==> config.mk <==
export PLATFORM = sky130hd
export DESIGN_NAME = read_pointer_handler_flat
export DESIGN_NICKNAME = d
export VERILOG_FILES = /design/src/rtl/async_fifo_pkg.sv /design/src/rtl/read_pointer_handler_if.sv /design/src/rtl/graycode_decoder_16.sv /design/src/rtl/graycode_encoder_16.sv /design/src/rtl/read_pointer_handler.sv /design/src/flat_wrapper.sv
export SDC_FILE = /design/constraint.sdc
export NUM_CORES = 1
export LEC_CHECK = 0
export ABC_CLOCK_PERIOD_IN_PS = 5370
export BUFFER_PORTS_ARGS = -buffer_cell sky130_fd_sc_hd__buf_4
export CAP_MARGIN = 20
export CORE_UTILIZATION = 53
export DETAILED_ROUTE_END_ITERATION = 8
export PLACE_DENSITY = 0.81
export SLEW_MARGIN = 20
export SYNTH_ARGS = -nofsm -noshare
export SYNTH_HDL_FRONTEND = slang
export SYNTH_SLANG_ARGS = --single-unit
export TNS_END_PERCENT = 5
==> constraint.sdc <==
create_clock -name clk_rx -period 5.37 [get_ports clk_rx]
set_input_delay 0.537 -clock clk_rx [delete_from_list [all_inputs] [get_ports clk_rx]]
set_output_delay 0.537 -clock clk_rx [all_outputs]
set_load 0.05 [all_outputs]
==> src/rtl/async_fifo_pkg.sv <==
// Shared FIFO constants, pointer type and Gray/binary conversion helpers used by both
// pointer handlers of the 8-entry asynchronous FIFO.
package async_fifo_pkg;

    localparam int unsigned FIFO_DEPTH = 8;
    localparam int unsigned PTR_W      = 4;
    localparam int unsigned ADDR_W     = 3;

    typedef logic [PTR_W-1:0] gray_ptr_t;

    function automatic gray_ptr_t bin2gray(input logic [PTR_W-1:0] bin);
        return bin ^ (bin >> 1);
    endfunction

    function automatic logic [PTR_W-1:0] gray2bin(input gray_ptr_t gray);
        logic [PTR_W-1:0] bin;
        bin[PTR_W-1] = gray[PTR_W-1];
        for (int i = PTR_W - 2; i >= 0; i--) begin
            bin[i] = bin[i+1] ^ gray[i];
        end
        return bin;
    endfunction

endpackage

==> src/rtl/read_pointer_handler_if.sv <==
// Consumer-facing and CDC-facing signals of the read pointer handler.
// The handler takes the slave modport; the consumer/testbench side takes master.
interface read_pointer_handler_if;
    import async_fifo_pkg::*;

    logic                  pop;
    gray_ptr_t             graycoded_write_pointer;
    logic                  empty;
    logic [ADDR_W-1:0]     read_pointer;
    gray_ptr_t             graycoded_read_pointer;
    logic [PTR_W-1:0]      fill_level;
    logic                  almost_empty;
    logic                  underflow;

    modport slave (
        input  pop,
        input  graycoded_write_pointer,
        output empty,
        output read_pointer,
        output graycoded_read_pointer,
        output fill_level,
        output almost_empty,
        output underflow
    );

    modport master (
        output pop,
        output graycoded_write_pointer,
        input  empty,
        input  read_pointer,
        input  graycoded_read_pointer,
        input  fill_level,
        input  almost_empty,
        input  underflow
    );

endinterface

==> src/rtl/graycode_decoder_16.sv <==
// Combinational 4-bit Gray to binary decoder (16 codes).
module graycode_decoder_16
    import async_fifo_pkg::*;
(
    input  gray_ptr_t        gray_i,
    output logic [PTR_W-1:0] bin_o
);

    assign bin_o = gray2bin(gray_i);

endmodule

==> src/rtl/graycode_encoder_16.sv <==
// Combinational 4-bit binary to Gray encoder (16 codes).
module graycode_encoder_16
    import async_fifo_pkg::*;
(
    input  logic [PTR_W-1:0] bin_i,
    output gray_ptr_t        gray_o
);

    assign gray_o = bin2gray(bin_i);

endmodule

==> src/rtl/read_pointer_handler.sv <==
// Read-side pointer manager of the async FIFO: write-pointer synchronizer, read counter,
// empty/fill/almost-empty flags. Optional sticky underflow flag: ASYNC_FIFO_UNDERFLOW_CHK_EN.
module read_pointer_handler
    import async_fifo_pkg::*;
#(
    parameter int unsigned SYNC_STAGES   = 2,
    parameter int unsigned AEMPTY_THRESH = 1
) (
    input  logic                     clk_rx,
    input  logic                     nrst_rx,
    read_pointer_handler_if.slave    rd_if
);

    logic [SYNC_STAGES-1:0][PTR_W-1:0] sync_q;
    gray_ptr_t                         synced_graycoded_write_pointer;
    logic [PTR_W-1:0]                  synced_write_bin;

    logic [PTR_W-1:0] read_counter_q, read_counter_d;
    gray_ptr_t        read_gray;
    gray_ptr_t        gray_read_ptr_q;

    logic             empty;
    logic             pop_accept;
    logic [PTR_W-1:0] fill_level;

    // Plain flop chain; nothing combinational between stages.
    always_ff @(posedge clk_rx or negedge nrst_rx) begin
        if (!nrst_rx) begin
            sync_q <= '0;
        end else begin
            sync_q[0] <= rd_if.graycoded_write_pointer;
            for (int i = 1; i < int'(SYNC_STAGES); i++) begin
                sync_q[i] <= sync_q[i-1];
            end
        end
    end

    assign synced_graycoded_write_pointer = sync_q[SYNC_STAGES-1];

    graycode_encoder_16 u_read_encoder (
        .bin_i  (read_counter_q),
        .gray_o (read_gray)
    );

    graycode_decoder_16 u_write_decoder (
        .gray_i (synced_graycoded_write_pointer),
        .bin_o  (synced_write_bin)
    );

    always_comb begin
        empty          = (read_gray == synced_graycoded_write_pointer);
        pop_accept     = rd_if.pop & ~empty;
        read_counter_d = read_counter_q + PTR_W'(pop_accept);
        // Modulo-16 difference stays correct across counter wrap.
        fill_level     = synced_write_bin - read_counter_q;
    end

    always_ff @(posedge clk_rx or negedge nrst_rx) begin
        if (!nrst_rx) begin
            read_counter_q  <= '0;
            gray_read_ptr_q <= '0;
        end else begin
            read_counter_q  <= read_counter_d;
            gray_read_ptr_q <= read_gray;
        end
    end

`ifdef ASYNC_FIFO_UNDERFLOW_CHK_EN
    logic underflow_q;

    always_ff @(posedge clk_rx or negedge nrst_rx) begin
        if (!nrst_rx) begin
            underflow_q <= 1'b0;
        end else if (rd_if.pop && empty) begin
            underflow_q <= 1'b1;
        end
    end

    assign rd_if.underflow = underflow_q;
`else
    assign rd_if.underflow = 1'b0;
`endif

    assign rd_if.empty                  = empty;
    assign rd_if.read_pointer           = read_counter_q[ADDR_W-1:0];
    assign rd_if.graycoded_read_pointer = gray_read_ptr_q;
    assign rd_if.fill_level             = fill_level;
    assign rd_if.almost_empty           = (fill_level <= PTR_W'(AEMPTY_THRESH));

endmodule
==> src/flat_wrapper.sv <==
// flat-port wrapper written by rule: the top's interface ports become plain ports
module read_pointer_handler_flat import async_fifo_pkg::*;
#(
    parameter int unsigned SYNC_STAGES   = 2,
    parameter int unsigned AEMPTY_THRESH = 1
)
  (clk_rx, nrst_rx, rd_if_pop, rd_if_graycoded_write_pointer, rd_if_empty, rd_if_read_pointer, rd_if_graycoded_read_pointer, rd_if_fill_level, rd_if_almost_empty, rd_if_underflow);
  read_pointer_handler_if rd_if_i ();
  input  logic clk_rx;
  input  logic nrst_rx;
  input wire logic [$bits(rd_if_i.pop)-1:0] rd_if_pop;
  input wire logic [$bits(rd_if_i.graycoded_write_pointer)-1:0] rd_if_graycoded_write_pointer;
  output wire logic [$bits(rd_if_i.empty)-1:0] rd_if_empty;
  output wire logic [$bits(rd_if_i.read_pointer)-1:0] rd_if_read_pointer;
  output wire logic [$bits(rd_if_i.graycoded_read_pointer)-1:0] rd_if_graycoded_read_pointer;
  output wire logic [$bits(rd_if_i.fill_level)-1:0] rd_if_fill_level;
  output wire logic [$bits(rd_if_i.almost_empty)-1:0] rd_if_almost_empty;
  output wire logic [$bits(rd_if_i.underflow)-1:0] rd_if_underflow;
  assign rd_if_i.pop = rd_if_pop;
  assign rd_if_i.graycoded_write_pointer = rd_if_graycoded_write_pointer;
  assign rd_if_empty = rd_if_i.empty;
  assign rd_if_read_pointer = rd_if_i.read_pointer;
  assign rd_if_graycoded_read_pointer = rd_if_i.graycoded_read_pointer;
  assign rd_if_fill_level = rd_if_i.fill_level;
  assign rd_if_almost_empty = rd_if_i.almost_empty;
  assign rd_if_underflow = rd_if_i.underflow;
  read_pointer_handler #(.SYNC_STAGES(SYNC_STAGES), .AEMPTY_THRESH(AEMPTY_THRESH)) u_core (.clk_rx(clk_rx), .nrst_rx(nrst_rx), .rd_if(rd_if_i));
endmodule
==> summary.txt, run 1 <==
Drt
  • # DRC: 0
  • DR pass1 iterations: 2
  • Routed via count: 445
  • Number of DRC markers in iteration 0: 1
  • Vias per cell: approximately 4.9
  • Routed wire length: between 1000 and 1500 um
  • Routed length per instance: 13.2 um
  • Post-route ant nets: 0

Clock network
  • CTS buffer count: 3
  • Cts hold-fix bufs: 0
  • Clock transition at the registers of the reported paths: 90 ps
  • Worst-skew pair later-pin latency: 280 ps
  • Resized Gates After CTS: 0
  • Max clock buf depth: 2
  • Setup Buffers After CTS: 0
  • Root Driver: clkbuf_4
  • H-tree level count: 1
  • TritonCTS sink count: 16
  • TritonCTS clock tree: done

GRT
  • Vias in the first global route: 437
  • Maximum number of pins on one net before global-route repair: 17
  • GRT Total Usage: 0.200
  • GRT overflow: 0
  • First-pass GRT wire length: 1840 um
  • Initial antenna violation count: 0

Die
  • Io pins: 21
  • Die area: 1570 um^2
  • Starting Density: 0.577
  • Chip Width: 39.6 um
  • CORE AREA: roughly 1300 um^2
  • Site Rows: 13
  • Die Height: 39.6 um

Layout
  • Fill cells: 109
  • Share of cells above drive strength 1: 0.355
  • Post-layout net count: about 90
  • Commonest cells after routing, fill and taps aside: buf_4, dfrtp_1, xor2_1, ha_1, inv_1
  • Area Growth Syn to Fin: 22.3%
  • N_diodes: 0
  • Leading cell type in the layout, fill and taps excluded: buf_4

Status
  • Outcome: finished clean

Run
  • Max_cap viols: 0

Setup path
  • CP Class: reg2out
  • Crit path to: rd_if_almost_empty
  • Critical Path Source: u_core.synced_graycoded_write_pointer[3]
  • R2r endpoint: u_core.read_counter_q[2]
  • Arr. time, crit path: 2500 ps
  • Reg2reg start: u_core.read_counter_q[1]
  • Critical path launch point type: flip-flop
  • Worst Path Max Fanout: 4
  • CP Capture Type: output pin
  • Required @ worst endpoint: 4830 ps
  • R2R Setup Slk: 3350 ps
  • R2R cell count: 6

Yosys
  • Register area share after synthesis: 0.533
  • Syn_area_per_cell: between 10 and 15 um^2
  • Mapped Nets: 71
  • Synth Register Bits: 16
  • Synth warnings: 0
  • Count of cell types in the netlist: 22
  • Post-synthesis cell count: 57
  • Cell area after synthesis: 751 um^2

Place
  • Count of port buffers added during placement: 19
  • Gpl congestion: approximately 0.73
  • Dpl hpwl: 975 um

STA
  • RSZ-0062 raised after global routing: false
  • Final Hold Viols: 0
  • # setup viols final: 0
  • Setup_tns: 0 ps
  • Minimum clock period after layout: 3030 ps
  • Max Clock Skew: between 7 and 8 ps
  • Period utilization: 0.565
  • Fmax: 330 MHz
  • Max Slew Vio Count: 0

Min path
  • Worst hold path class: in2async
==> how the worst min path moves through the flow <==
stage | end | slack [ps] | cells past startpoint
2_1_floorplan | u_core.rd_if.graycoded_read_pointer[0] | 240 | 0
3_3_place_gp | u_core.synced_graycoded_write_pointer[1] | 330 | 0
3_5_place_dp | u_core.synced_graycoded_write_pointer[1] | 340 | 0
4_1_cts | u_core.rd_if.graycoded_read_pointer[1] | 90 | 1
5_1_grt | u_core.read_counter_q[2] | 100 | 1
6_report | u_core.synced_graycoded_write_pointer[0] | 90 | 1
==> layout make-up <==
type | instances | area (um^2) | area share
multi-input combinational | 32 | 302 | 0.328
inverter | 5 | 18.8 | 0.0204
clock buffer | 4 | 36.3 | 0.0395
tap | 15 | 18.8 | 0.0204
timing repair buffer | 19 | 143 | 0.155
sequential | 16 | 400 | 0.436
==> stage by stage <==
| step | hold WS [ps] | area (um^2) | worst slack [ps] | instances | util |
|---|---|---|---|---|---|
| after CTS | 89.8 | 918 | 2320 | 91 | 0.706 |
| after floorplan | 241 | 751 | 2090 | 57 | - |
| after detailed placement | 344 | 882 | 2650 | 87 | 0.678 |
| after global placement | 332 | 882 | 2740 | 87 | 0.678 |
| after global routing | 96.9 | 918 | 2230 | 91 | 0.706 |
| final | 87.6 | 918 | 2340 | 91 | 0.706 |
==> synthesized netlist by cell type <==
cell type / count / share of area
fa_1: 1 / 0.027
buf_4: 4 / 0.040
xnor2_1: 3 / 0.035
ha_1: 6 / 0.10
o31a_1: 1 / 0.012
inv_1: 5 / 0.025
a21oi_1: 1 / 0.0067
nor2_1: 1 / 0.0050
and2_1: 1 / 0.0083
xor2_2: 1 / 0.022
nand2_1: 1 / 0.0050
xor2_1: 7 / 0.082
a211oi_2: 1 / 0.017
mux2i_1: 1 / 0.013
nand3b_1: 1 / 0.010
conb_1: 1 / 0.0050
dfrtp_1: 16 / 0.53
and2_2: 1 / 0.010
a21o_1: 1 / 0.010
xnor2_2: 1 / 0.022
nor3_1: 1 / 0.0067
nand3_1: 1 / 0.0067
==> critical path, stage by stage, from the launching register on <==
cell      delay (ps)
dfrtp_1          460
xor2_2           190
xnor2_2          240
xor2_1           110
ha_1             220
fa_1             390
xnor2_1          170
a211oi_2         200
buf_4            220
==> metal layers <==
| layer | vias to the layer above | GRT usage | routed length (um) |
|---|---|---|---|
| met2 | 12 | 0.361 | 693 |
| li1 | 213 | - | - |
| met5 | - | 0 | 0 |
| met4 | 0 | 0.155 | 20 |
| met3 | 2 | 0.0341 | 41 |
| met1 | 218 | 0.198 | 442 |
==> state kept, by name (all words and copies together), names as in the netlist <==
register	flops
u_core.rd_if.graycoded_read_pointer	4
u_core.read_counter_q	4
u_core.sync_q	4
u_core.synced_graycoded_write_pointer	4
==> cells by family (layout without fill, tap and decap cells) <==
logic type	Yosys count	count (layout)	synth area share
DFF	16	16	0.533
muxes	1	1	0.0133
other	1	1	0.00500
xor gates and xnor gates	12	12	0.160
and+or+nand+nor	7	7	0.0517
AOI/OAI and AO/OA	4	4	0.0450
adders and majority gates	7	7	0.127
buffers and inverters	9	28	0.0650
Power of run 1 is not shown: default switching activity piles up to over one toggle a cycle in this logic, so the estimate is an artifact.
==> inputs of run 2 (changes only) <==
--- a/config.mk
+++ b/config.mk
@@ -5,12 +5,12 @@
 export SDC_FILE = /design/constraint.sdc
 export NUM_CORES = 1
 export LEC_CHECK = 0
-export ABC_CLOCK_PERIOD_IN_PS = 5370
+export ABC_CLOCK_PERIOD_IN_PS = 2700
 export BUFFER_PORTS_ARGS = -buffer_cell sky130_fd_sc_hd__buf_4
 export CAP_MARGIN = 20
-export CORE_UTILIZATION = 53
+export CORE_UTILIZATION = 44
 export DETAILED_ROUTE_END_ITERATION = 8
-export PLACE_DENSITY = 0.81
+export PLACE_DENSITY = 0.72
 export SLEW_MARGIN = 20
 export SYNTH_ARGS = -nofsm -noshare
 export SYNTH_HDL_FRONTEND = slang
==> constraint.sdc (replaced) <==
create_clock -name clk_rx -period 2.7 [get_ports clk_rx]
set_input_delay 0.27 -clock clk_rx [delete_from_list [all_inputs] [get_ports clk_rx]]
set_output_delay 0.27 -clock clk_rx [all_outputs]
set_load 0.05 [all_outputs]
==> summary.txt, run 2 (synthesized netlist as in run 1, its figures left out) <==
Status
  • Outcome: finished clean

Clock network
  • Clock transition at the registers of the reported paths: 90 ps (about the same)
  • Max clock buf depth: 2 (unchanged)
  • H-tree level count: 1 (unchanged)
  • Root Driver: clkbuf_4
  • CTS buffer count: 3 (unchanged)
  • Worst-skew pair later-pin latency: 280 ps (about the same)
  • TritonCTS sink count: 16 (unchanged)
  • TritonCTS clock tree: done

Layout
  • N_diodes: 0 (unchanged)
  • Post-layout net count: 94 (+3.3%)
  • Leading cell type in the layout, fill and taps excluded: buf_4
  • Post-route cell area: 970 um^2 (+5.6%)
  • Area Growth Syn to Fin: 29.2%
  • Post-layout util: 0.629 (-0.0767)
  • Fill cells: 126 (+16%)
  • Multi-input gate area: 322 um^2 (+6.6%)
  • Sequential Area: 402 um^2 (+0.31%)
  • Share of cells above drive strength 1: 0.430 (+0.0751)
  • Commonest cells after routing, fill and taps aside: buf_4, dfrtp_1, xor2_1, ha_1, inv_1

GRT
  • GRT overflow: 0 (unchanged)
  • Initial antenna violation count: 0 (unchanged)
  • Maximum number of pins on one net before global-route repair: 17 (unchanged)
  • Vias in the first global route: 488 (+12%)
  • GRT Total Usage: 0.145 (-0.0556)
  • First-pass GRT wire length: 1920 um (+4.5%)

STA
  • Max Clock Skew: 4.16 ps (-3.08 ps)
  • Setup ws final: 110 ps (-2230 ps)
  • # setup viols final: 0 (unchanged)
  • Setup_tns: 0 ps (unchanged)
  • Final Hold Viols: 0 (unchanged)
  • Minimum clock period after layout: ~2600 ps
  • Fmax: 386 MHz
  • Max Slew Vio Count: 0 (unchanged)
  • RSZ-0062 raised after global routing: true
  • Period utilization: 0.959

Setup path
  • Most frequent CP cell: xnor2_2
  • Critical path launch point type: flip-flop
  • Buf/Inv on CP: 1 (unchanged)
  • Critical path, cell by cell: xor2_2, xnor2_2, xor2_1, ha_2, fa_2, xnor2_2, a211oi_4, buf_6
  • Max incr delay on CP: 420 ps (-40 ps)
  • Worst Path Max Fanout: 2 (-2)
  • Largest delay contributor family on the critical path: XOR/XNOR gates
  • CP Class: reg2out
  • Arr. time, crit path: 2320 ps (-180 ps)
  • Slowest CP cell: dfrtp_1
  • CP Capture Type: output pin
  • Required @ worst endpoint: 2430 ps (-2400 ps)

Die
  • Io pins: 21 (unchanged)
  • Site Rows: 14 (+1)
  • Die area: 1880 um^2 (+19%)
  • Starting Density: 0.487 (-0.0899)
  • Die Height: 43.3 um (+9.3%)
  • Chip Width: 43.3 um (+9.3%)
  • CORE AREA: 1540 um^2 (+18%)

Drt
  • Post-route ant nets: 0 (unchanged)
  • Routed length per instance: 11.9 um (-9.5%)
  • DR pass1 iterations: 3 (+1)
  • Vias per cell: 4.76 (-2.7%)
  • # DRC: 0 (unchanged)
  • Routed via count: 452 (+1.6%)
  • Routed wire length: 1130 um (-5.5%)
  • Number of DRC markers in iteration 0: 1 (unchanged)

Min path
  • Worst hold path class: in2reg

Place
  • Area after DPL: 898 um^2 (+1.8%)
  • Setup WS pre-CTS: 246 ps (-2400 ps)
  • Gpl congestion: 0.686 (-6.6%)
  • Count of port buffers added during placement: 19 (unchanged)

Run
  • Max_cap viols: 0 (unchanged)
[run 2: routing by layer]
metal,up-vias,GRT usage,share of wire
met5,-,0,0
met4,0,0.0727,0
met3,0,0.0383,0.036
met2,12,0.257,0.56
met1,222,0.158,0.40
li1,218,-,-
[run 2: worst paths after layout]
path | startpoint | endpoint | slack, ps | depth (start not counted)
worst max-delay path | u_core.synced_graycoded_write_pointer[2] | rd_if_almost_empty | 110 | 8
worst min-delay path | rd_if_graycoded_write_pointer[1] | u_core.sync_q[1] | 90 | 1
worst max register to register | u_core.read_counter_q[1] | u_core.read_counter_q[2] | 720 | 6
worst min register to register | u_core.sync_q[0] | u_core.synced_graycoded_write_pointer[0] | 360 | 0
max in group asynchronous | nrst_rx | u_core.synced_graycoded_write_pointer[3] | 2120 | 2
min in group asynchronous | nrst_rx | u_core.sync_q[0] | 370 | 2
[run 2: layout make-up]
type | instances | share of cell area
repair buffers | 22 | 0.177
clock buffers | 4 | 0.0374
well taps | 16 | 0.0206
multi-input cells | 32 | 0.332
flip-flops and latches | 16 | 0.414
inverters | 5 | 0.0194
[run 2: through the flow]
step | instances | hold WS, ps
2_1_floorplan | 57 | -25.6
3_3_place_gp | 88 | 135
3_5_place_dp | 88 | 141
4_1_cts | 94 | 77.1
5_1_grt | 95 | 69.4
6_report | 95 | 87.1
[run 2: timing repair]
item	CTS	global route
pin swaps	1	1
endpoints found under the setup margin	1	2
endpoints found under the hold margin	16	0
hold buffers	1	0
setup buffers	1	1
gates resized for setup	2	3
gates cloned	0	0
Power of run 2 is left out for the same reason.
